$ cat config.mk
export PLATFORM = sky130hd
export DESIGN_NAME = fifo_sync_param
export DESIGN_NICKNAME = d
export VERILOG_FILES = /design/src/rtl/shared_pkg.sv /design/src/rtl/fifo_sync_ptr.sv /design/src/rtl/fifo_sync_param.sv
export SDC_FILE = /design/constraint.sdc
export NUM_CORES = 1
export LEC_CHECK = 0
export ABC_AREA = 0
export BUFFER_PORTS_ARGS = -buffer_cell sky130_fd_sc_hd__buf_2
export CAP_MARGIN = 25
export CORE_MARGIN = 1
export CORE_UTILIZATION = 50
export CTS_CLUSTER_DIAMETER = 40
export DETAILED_ROUTE_END_ITERATION = 8
export PLACE_DENSITY = 0.71
export SYNTH_ARGS = -nofsm -noshare
export SYNTH_HDL_FRONTEND = slang
export SYNTH_SLANG_ARGS = --single-unit
$ cat constraint.sdc
create_clock -name clk -period 3 [get_ports clk]
set_input_delay 0.45 -clock clk [delete_from_list [all_inputs] [get_ports clk]]
set_output_delay 0.45 -clock clk [all_outputs]
set_load 0.05 [all_outputs]
$ cat src/rtl/shared_pkg.sv
// Shared defaults for the parametrised synchronous FIFO and the bench-wide completion flag.
// Build option: FIFO_FWFT_EN selects first-word-fall-through output in fifo_sync_param.
package shared_pkg;

    localparam int unsigned FIFO_WIDTH_DEF = 16;
    localparam int unsigned FIFO_DEPTH_DEF = 8;
    localparam int unsigned AF_LEVEL_DEF   = FIFO_DEPTH_DEF - 1;
    localparam int unsigned AE_LEVEL_DEF   = 1;

    bit test_finished;

endpackage

$ cat src/rtl/fifo_sync_ptr.sv
// Wrapping FIFO pointer: counts 0..DEPTH-1 and returns to 0, so any depth works.
module fifo_sync_ptr #(
    parameter int unsigned DEPTH = 8,
    parameter int unsigned PW    = $clog2(DEPTH)
) (
    input  logic          clk,
    input  logic          rst,
    input  logic          inc,
    output logic [PW-1:0] ptr
);

    logic [PW-1:0] r_ptr;

    always_ff @(posedge clk) begin
        if (rst) begin
            r_ptr <= '0;
        end else if (inc) begin
            if (r_ptr == PW'(DEPTH - 1)) begin
                r_ptr <= '0;
            end else begin
                r_ptr <= r_ptr + PW'(1);
            end
        end
    end

    assign ptr = r_ptr;

endmodule

$ cat src/rtl/fifo_sync_param.sv
// Single-clock FIFO with arbitrary depth, programmable almost-flags and registered status pulses.
// Build option: define FIFO_FWFT_EN for first-word-fall-through output; default is registered read.
module fifo_sync_param
    import shared_pkg::*;
#(
    parameter int unsigned FIFO_WIDTH = FIFO_WIDTH_DEF,
    parameter int unsigned FIFO_DEPTH = FIFO_DEPTH_DEF,
    parameter int unsigned AF_LEVEL   = FIFO_DEPTH - 1,
    parameter int unsigned AE_LEVEL   = AE_LEVEL_DEF
) (
    input  logic                              clk,
    input  logic                              rst,
    input  logic                              wr_en,
    input  logic                              rd_en,
    input  logic [FIFO_WIDTH-1:0]             data_in,
    output logic [FIFO_WIDTH-1:0]             data_out,
    output logic                              wr_ack,
    output logic                              overflow,
    output logic                              underflow,
    output logic                              full,
    output logic                              empty,
    output logic                              almostfull,
    output logic                              almostempty,
    output logic [$clog2(FIFO_DEPTH+1)-1:0]   count
);

    localparam int unsigned PW = $clog2(FIFO_DEPTH);
    localparam int unsigned CW = $clog2(FIFO_DEPTH + 1);

    if (FIFO_DEPTH < 2) begin : g_bad_depth
        $error("fifo_sync_param: FIFO_DEPTH must be at least 2");
    end
    if (AF_LEVEL < 1 || AF_LEVEL > FIFO_DEPTH - 1) begin : g_bad_af
        $error("fifo_sync_param: AF_LEVEL must lie in 1..FIFO_DEPTH-1");
    end
    if (AE_LEVEL < 1 || AE_LEVEL > FIFO_DEPTH - 1) begin : g_bad_ae
        $error("fifo_sync_param: AE_LEVEL must lie in 1..FIFO_DEPTH-1");
    end

    logic [FIFO_WIDTH-1:0] r_mem [FIFO_DEPTH];
    logic [PW-1:0]         w_wr_ptr;
    logic [PW-1:0]         w_rd_ptr;
    logic [CW-1:0]         r_count;
    logic                  r_wr_ack;
    logic                  r_overflow;
    logic                  r_underflow;
    logic                  w_full;
    logic                  w_empty;
    logic                  w_rd_acc;
    logic                  w_wr_acc;

    assign w_full   = (r_count == CW'(FIFO_DEPTH));
    assign w_empty  = (r_count == '0);
    assign w_rd_acc = rd_en && !w_empty;
    // A full FIFO still takes a write when a read frees the slot on the same edge.
    assign w_wr_acc = wr_en && (!w_full || w_rd_acc);

    fifo_sync_ptr #(
        .DEPTH (FIFO_DEPTH),
        .PW    (PW)
    ) u_wr_ptr (
        .clk (clk),
        .rst (rst),
        .inc (w_wr_acc),
        .ptr (w_wr_ptr)
    );

    fifo_sync_ptr #(
        .DEPTH (FIFO_DEPTH),
        .PW    (PW)
    ) u_rd_ptr (
        .clk (clk),
        .rst (rst),
        .inc (w_rd_acc),
        .ptr (w_rd_ptr)
    );

    always_ff @(posedge clk) begin
        if (!rst && w_wr_acc) begin
            r_mem[w_wr_ptr] <= data_in;
        end
    end

    always_ff @(posedge clk) begin
        if (rst) begin
            r_count     <= '0;
            r_wr_ack    <= 1'b0;
            r_overflow  <= 1'b0;
            r_underflow <= 1'b0;
        end else begin
            if (w_wr_acc && !w_rd_acc) begin
                r_count <= r_count + CW'(1);
            end else if (w_rd_acc && !w_wr_acc) begin
                r_count <= r_count - CW'(1);
            end
            r_wr_ack    <= w_wr_acc;
            r_overflow  <= wr_en && !w_wr_acc;
            r_underflow <= rd_en && !w_rd_acc;
        end
    end

`ifdef FIFO_FWFT_EN
    assign data_out = w_empty ? '0 : r_mem[w_rd_ptr];
`else
    logic [FIFO_WIDTH-1:0] r_data_out;

    always_ff @(posedge clk) begin
        if (rst) begin
            r_data_out <= '0;
        end else if (w_rd_acc) begin
            r_data_out <= r_mem[w_rd_ptr];
        end
    end

    assign data_out = r_data_out;
`endif

    assign wr_ack      = r_wr_ack;
    assign overflow    = r_overflow;
    assign underflow   = r_underflow;
    assign full        = w_full;
    assign empty       = w_empty;
    assign almostfull  = (r_count >= CW'(AF_LEVEL)) && !w_full;
    assign almostempty = !w_empty && (r_count <= CW'(AE_LEVEL));
    assign count       = r_count;

endmodule

==> results of run 1 <==
[worst max path at each step]
stage               depth (start not counted)               endpoint             startpoint
floorplan                                   6  r_mem[7][0]$_DFFE_PP_  count[0]$_SDFFE_PP0P_
global placement                            9  count[3]$_SDFFE_PP0P_  count[0]$_SDFFE_PP0P_
detailed placement                          9  count[3]$_SDFFE_PP0P_  count[0]$_SDFFE_PP0P_
CTS                                         9  count[3]$_SDFFE_PP0P_  count[0]$_SDFFE_PP0P_
global route                                9  count[3]$_SDFFE_PP0P_  count[0]$_SDFFE_PP0P_
finish                                      9  count[3]$_SDFFE_PP0P_  count[0]$_SDFFE_PP0P_
[power groups by stage]
| stage | sequential, mW | clock (mW) | combinational [mW] |
|---|---|---|---|
| 4_1_cts | 2.71 | 2.50 | 1.53 |
| 6_report | 2.71 | 2.47 | 1.52 |
| 2_1_floorplan | 2.96 | 0 | 0.979 |
| 5_1_grt | 2.73 | 2.59 | 1.62 |
| 3_5_place_dp | 2.75 | 0 | 1.52 |
| 3_3_place_gp | 2.74 | 0 | 1.48 |
[worst max-delay path, stage by stage (launching register included)]
cell and delay [ns]:
sky130_fd_sc_hd__dfxtp_1 0.45, sky130_fd_sc_hd__inv_1 0.11, sky130_fd_sc_hd__ha_1 0.25, sky130_fd_sc_hd__or3b_1 0.33, sky130_fd_sc_hd__nand2_1 0.17, sky130_fd_sc_hd__ha_1 0.29
sky130_fd_sc_hd__or4_1 0.41, sky130_fd_sc_hd__a21oi_1 0.18, sky130_fd_sc_hd__xnor2_1 0.14, sky130_fd_sc_hd__nor2_1 0.05
[area by class of cell]
cell class / instances / area share, %
clock buffer: 17 / 5.84
clock inverter: 15 / 3.64
inverter: 6 / 0.309
multi-input combinational: 200 / 21.7
sequential: 157 / 60.8
tap: 147 / 2.53
timing repair buffer: 64 / 5.19
[cell usage in the layout (no fill, tap or decap), drive strengths merged]
master	netlist	routed
nand2b	6	6
nor3	3	3
and3	1	1
ha	9	9
clkinv	0	4
o21ba	1	1
or3b	2	2
dfxtp	29	29
o21ai	2	2
nand4	1	1
mux2i	51	51
or4	1	1
edfxtp	128	128
nand3b	1	1
clkinvlp	0	1
a32o	16	16
nand3	1	1
xor2	2	2
or3	3	3
clkbuf	6	17
nor4	1	1
nand2	6	6
bufinv	0	7
inv	6	9
a22oi	15	15
xnor2	1	1
nor2	16	16
nor2b	17	17
a31oi	15	15
buf	17	64
a21oi	12	12
a211oi	16	16
nand4b	1	1
[cell families after synthesis]
kind of cell | after synthesis | share of synthesized area (%)
DFF | 157 | 71.9
AOI/OAI and AO/OA | 77 | 9.45
and+or+nand+nor | 60 | 5.45
muxes | 51 | 8.29
buffers and inverters | 29 | 2.68
adders and majority gates | 9 | 1.83
xor gates and xnor gates | 3 | 0.427
[metal layers]
metal	vias to the layer above	GRT usage (%)
met1	1771	25.7
met5	-	0
met4	0	8.86
li1	1642	-
met2	89	32.1
met3	20	4.66
[metrics by stage]
stage | area (sq um) | cells
after floorplan | 6170 | 386
after global placement | 6590 | 574
after detailed placement | 6590 | 574
after CTS | 7280 | 606
after global routing | 7280 | 606
final | 7280 | 606
[sequential cells by signal (all words and copies together), names as in the netlist]
name,flops
overflow,1
wr_ack,1
underflow,1
count,4
r_mem,128
u_wr_ptr.ptr,3
data_out,16
u_rd_ptr.ptr,3
==> results.toml, run 1 <==
[floorplan]
core_sq_um = 12000
num_rows = 40
die-width_um = 113
dieArea_sq_um = 12800
fp.dieH_um = 113
initial_core_util_pct = 51.3
ios = 47

[worst_setup_path]
timing.rr.start = "count[0]$_SDFFE_PP0P_"
timing.critical_path.required_ns = 3.30
critPathLaunchType = "flip-flop"
cp-end-kind = "flip-flop"
ff2ff_path_depth = 9
cp.arrival_ns = 2.80
r2r_setup_slack_ns = 0.50
critPathMaxFanout = 7
crit_type = "flip-flop to flip-flop"
reg2reg_capture_point = "count[3]$_SDFFE_PP0P_"

[timing]
max_slew.worst_pin.slew_ns = 0.705
report.final.setup_viol = 0
post-route-worst-setup-slack_ns = 0.502
final.hold.worst_slack_ns = 0.295
timing_limited_maximum_frequency_mhz = 400
rsz_0062_raised_after_global_routing = "false"
period_needed_ns = 2.50
skew_ns = 0.00500
setup_total_negative_slack_ns = 0
slew_headroom_pct = 53.0
hold_viol_final = 0
min_period_over_period_pct = 83.3
drv_slew = 0

[drt]
detailroute.wirelength.met2_um = 5880
drcViolationCount = 0
drtPass1Iterations = 5
wl_met3_um = 524
met1Wirelength_um = 5340
detailroute.via_count = 3522
postRouteWirelength_um = 12000
initialDrtViolationCount = 183
highest_layer = "met4"
vias_per_cell = 5.81
post_drt_wl_per_cell_um = 19.7
ant_nets = 0

[global_route]
grt_pass1_wl_um = 18200
first_global_vias = 3423
combined_global_route_utilization_of_all_metal_layers_pct = 19.8
antenna_found_initial = 0
grt_start_max_net_pins = 49
grt-ovfl-total = 0

[synthesis]
yosys_warnings = 0
syn-num-nets = 415
synth_cell_type_count = 38
synth.top_cells.by_area = "sky130_fd_sc_hd__edfxtp_1 62%, sky130_fd_sc_hd__dfxtp_1 9.4%, sky130_fd_sc_hd__mux2i_1 8.3%"
synth.top_cell.area_share_pct = 62.4
postSynth.asyncResetShare_pct = 0
synth_flop_cell = "sky130_fd_sc_hd__edfxtp_1"
synth.cell_area_sq_um = 6160
synth.largest_area_cell = "sky130_fd_sc_hd__edfxtp_1"
synth_area_per_cell_sq_um = 15.9
ys_ff_latch = 157
synth_enable_flop_cells = 128
ys_seq_area_share_pct = 71.9
synth_cells = 386
synth_common_cells = "128 x sky130_fd_sc_hd__edfxtp_1, 51 x sky130_fd_sc_hd__mux2i_1, 29 x sky130_fd_sc_hd__dfxtp_1"
synth.most_common_cell = "sky130_fd_sc_hd__edfxtp_1"

[finish]
layout.area.seq_sq_um = 4430
num_antenna_cells = 0
multi_input_logic_area_sq_um = 1580
drive_gt1_share_pct = 22.7
fillerInstances = 877
layout.nets = 475
finish.utilization_pct = 60.6
area_growth_from_synthesis_to_layout_pct = 18.3

[clocking]
clock_latency_ns = 0.42
root_buffer = "sky130_fd_sc_hd__clkbuf_16"
htreeDepth = 4
postCtsHoldBufs = 0
cts_tree = "done"
clkSlewWorstSetupHoldPaths_ns = 0.06
max-clock-path-buffers = 2
post_cts_setup_repair_buffer_count = 0
post_cts_resize_count = 0
cts_sinks = 157
cts_buffers = 17

[placement]
place_congestion = 0.741
hpwlAfterDp_um = 7030
io_buffers = 46
dpl_worst_slack_ns = 0.507

[run]
drv.max_cap_violation_count = 0

[pwr]
worst_ir_drop_vdd_v = 0.000635
p_sw_mw = 2.04
p_leak_nw = 2.55
power_density_nw_per_um2 = 920
combPwrFrac_pct = 22.7
p_sw_share_pct = 30.5
power.total_mw = 6.70
power.sequential.fraction_pct = 40.4
clock_network_fraction_of_design_power_pct = 36.9
internal_power_mw = 4.66

[worst_hold_path]
min_delay_path_depth = 1
min_to = "r_mem[0][0]$_DFFE_PP_"
holdCritStartpoint = "data_in[0]"
hp-class = "input port to flip-flop"

[outcome]
status = "completed"
(Power assumes the default switching activity.)
==> inputs of run 2 (changes only) <==
ABC_AREA = 1   (was 0)
PLACE_DENSITY = 0.74   (was 0.71)
clock period = 2 ns   (was 3 ns; I/O delays follow)
==> results.toml, run 2 <==
[synthesis]
synth.top_cell.area_share_pct = 57.3
synth_area_per_cell_sq_um = 10.2
synth_cells = 658
syn-num-nets = 687
synth_enable_flop_cells = 128
synth.largest_area_cell = "sky130_fd_sc_hd__edfxtp_1"
synth_cell_type_count = 24
synth_common_cells = "185 x sky130_fd_sc_hd__nand2_1, 128 x sky130_fd_sc_hd__edfxtp_1, 109 x sky130_fd_sc_hd__inv_1"
synth.top_cells.by_area = "sky130_fd_sc_hd__edfxtp_1 57%, sky130_fd_sc_hd__nand2_1 10%, sky130_fd_sc_hd__dfxtp_1 8.7%"
ys_ff_latch = 157
postSynth.asyncResetShare_pct = 0
synth_flop_cell = "sky130_fd_sc_hd__edfxtp_1"
synth.most_common_cell = "sky130_fd_sc_hd__nand2_1"
ys_seq_area_share_pct = 66.0
yosys_warnings = 0
synth.cell_area_sq_um = 6710

[outcome]
status = "completed"

[floorplan]
core_sq_um = 12800
dieArea_sq_um = 13900
ios = 47
num_rows = 41
die-width_um = 118
fp.dieH_um = 118
initial_core_util_pct = 52.3

[worst_setup_path]
setup.worst_path.start = "count[0]$_SDFFE_PP0P_"
critPathMaxFanout = 10
r2r_setup_slack_ns = 0.10
timing.rr.start = "count[0]$_SDFFE_PP0P_"
timing.critical_path.required_ns = 2.12
timing.critical_path.to = "r_mem[4][13]$_DFFE_PP_"
critPathLaunchType = "flip-flop"
ff2ff_path_depth = 10
crit_type = "flip-flop to flip-flop"
cp-end-kind = "flip-flop"
reg2reg_capture_point = "r_mem[4][13]$_DFFE_PP_"
cp.arrival_ns = 2.02

[timing]
skew_ns = 0.00806
min_period_over_period_pct = 94.8
report.final.setup_viol = 0
final.hold.worst_slack_ns = 0.143
slew_headroom_pct = 57.9
rsz_0062_raised_after_global_routing = "false"
period_needed_ns = 1.90
drv_slew = 0
setup_total_negative_slack_ns = 0
max_slew.worst_pin.slew_ns = 0.630
hold_viol_final = 0
timing_limited_maximum_frequency_mhz = 527

[run]
drv.max_cap_violation_count = 0

[drt]
wl_met3_um = 771
drcViolationCount = 0
met1Wirelength_um = 6120
highest_layer = "met4"
ant_nets = 0
vias_per_cell = 5.16
detailroute.wirelength.met2_um = 7330
initialDrtViolationCount = 309
detailroute.via_count = 4644
post_drt_wl_per_cell_um = 16.1
postRouteWirelength_um = 14500
drtPass1Iterations = 5

[pwr]
p_leak_nw = 3.45
clock_network_fraction_of_design_power_pct = 31.2
worst_ir_drop_vdd_v = 0.000665
p_sw_mw = 3.90
combPwrFrac_pct = 31.8
power_density_nw_per_um2 = 1360
internal_power_mw = 6.94
power.sequential.fraction_pct = 37.0
p_sw_share_pct = 36.0

[clocking]
post_cts_resize_count = 1
root_buffer = "sky130_fd_sc_hd__clkbuf_16"
cts_buffers = 17
htreeDepth = 4
cts_tree = "done"
max-clock-path-buffers = 2
clock_latency_ns = 0.43
post_cts_setup_repair_buffer_count = 0
postCtsHoldBufs = 0
cts_sinks = 157
clkSlewWorstSetupHoldPaths_ns = 0.06

[global_route]
combined_global_route_utilization_of_all_metal_layers_pct = 22.4
grt-ovfl-total = 0
grt_start_max_net_pins = 40
first_global_vias = 4588
antenna_found_initial = 0
grt_pass1_wl_um = 23400

[finish]
layout.nets = 744
num_antenna_cells = 0
commonest_non_fill_non_tap_cell_in_the_layout = "sky130_fd_sc_hd__nand2_1"
area_growth_from_synthesis_to_layout_pct = 19.1
largest_register_ff_count = 128
finish.utilization_pct = 62.3
drive_gt1_share_pct = 17.9
final_cell_mix = "185 x sky130_fd_sc_hd__nand2_1, 128 x sky130_fd_sc_hd__edfxtp_1, 107 x sky130_fd_sc_hd__inv_1"
regMostFlops = "r_mem"

[placement]
io_buffers = 46
place_congestion = 0.886
hpwlAfterDp_um = 8890

[worst_hold_path]
hp-class = "input port to flip-flop"
==> run 2: cell count changes in the layout (fill, tap and decap cells not counted), sizes merged, moves of 15 or more <==
cell	before	now
a31oi	15	0
nor2b	17	0
nand2	6	188
inv	9	117
a22oi	15	0
nand3	1	99
mux2i	51	0
a32o	16	0
==> run 2: per-stage QoR <==
stage	std cells	setup slack (ns)	cell area [sq um]	total power [mW]
2_1_floorplan	658	0.00719	6790	6.62
5_1_grt	900	0.0144	7990	11.3
6_report	900	0.104	7990	10.8
3_3_place_gp	868	0.0805	7340	7.34
4_1_cts	900	0.0568	7980	10.8
3_5_place_dp	868	0.00192	7340	7.45
==> run 2: worst min path at each step <==
stage,startpoint,to,slack (ns),depth (start not counted)
floorplan,rd_en,overflow$_SDFF_PP0_,0.38,1
global placement,data_out[7]$_SDFFE_PP0P_,data_out[7]$_SDFFE_PP0P_,0.45,2
detailed placement,data_out[7]$_SDFFE_PP0P_,data_out[7]$_SDFFE_PP0P_,0.46,2
CTS,data_in[0],r_mem[1][0]$_DFFE_PP_,0.13,1
global route,data_in[7],r_mem[0][7]$_DFFE_PP_,0.13,1
finish,data_in[0],r_mem[1][0]$_DFFE_PP_,0.14,1
==> run 2: per-layer routing <==
metal	up-vias	GRT usage, %
met5	-	0
met4	0	10.4
met3	25	5.23
met2	158	37.3
met1	2215	27.7
li1	2246	-
==> run 2: logic make-up after synthesis <==
family | share of synthesized area, %
AOI/OAI and AO/OA | 2.84
xor gates and xnor gates | 0.131
adders and majority gates | 1.68
and+or+nand+nor | 20.3
DFF | 66.0
buffers and inverters | 9.09
==> run 2: critical path: stages (launching register included) <==
cell and delay, ns:
sky130_fd_sc_hd__dfxtp_4 0.38, sky130_fd_sc_hd__inv_2 0.07, sky130_fd_sc_hd__ha_4 0.18, sky130_fd_sc_hd__nand3_4 0.11, sky130_fd_sc_hd__nor2_4 0.04, sky130_fd_sc_hd__nor2_4 0.17, sky130_fd_sc_hd__inv_4 0.08, sky130_fd_sc_hd__nor2_8 0.12
sky130_fd_sc_hd__nand2_4 0.11, sky130_fd_sc_hd__nor2_4 0.10, sky130_fd_sc_hd__buf_4 0.22
==> run 2: power groups by stage <==
stage	logic, mW	registers (mW)	clock network [mW]
4_1_cts	3.42	4.01	3.41
5_1_grt	3.73	4.04	3.53
2_1_floorplan	2.02	4.60	0
3_5_place_dp	3.38	4.07	0
6_report	3.44	4.01	3.39
3_3_place_gp	3.29	4.05	0
==> run 2: layout make-up <==
type	instances	area [sq um]
inverter	116	440
clock buffer	21	460
sequential	157	4440
multi-input combinational	356	1770
clock inverter	11	164
tap	172	215
fill	998	4840
timing repair buffer	67	500
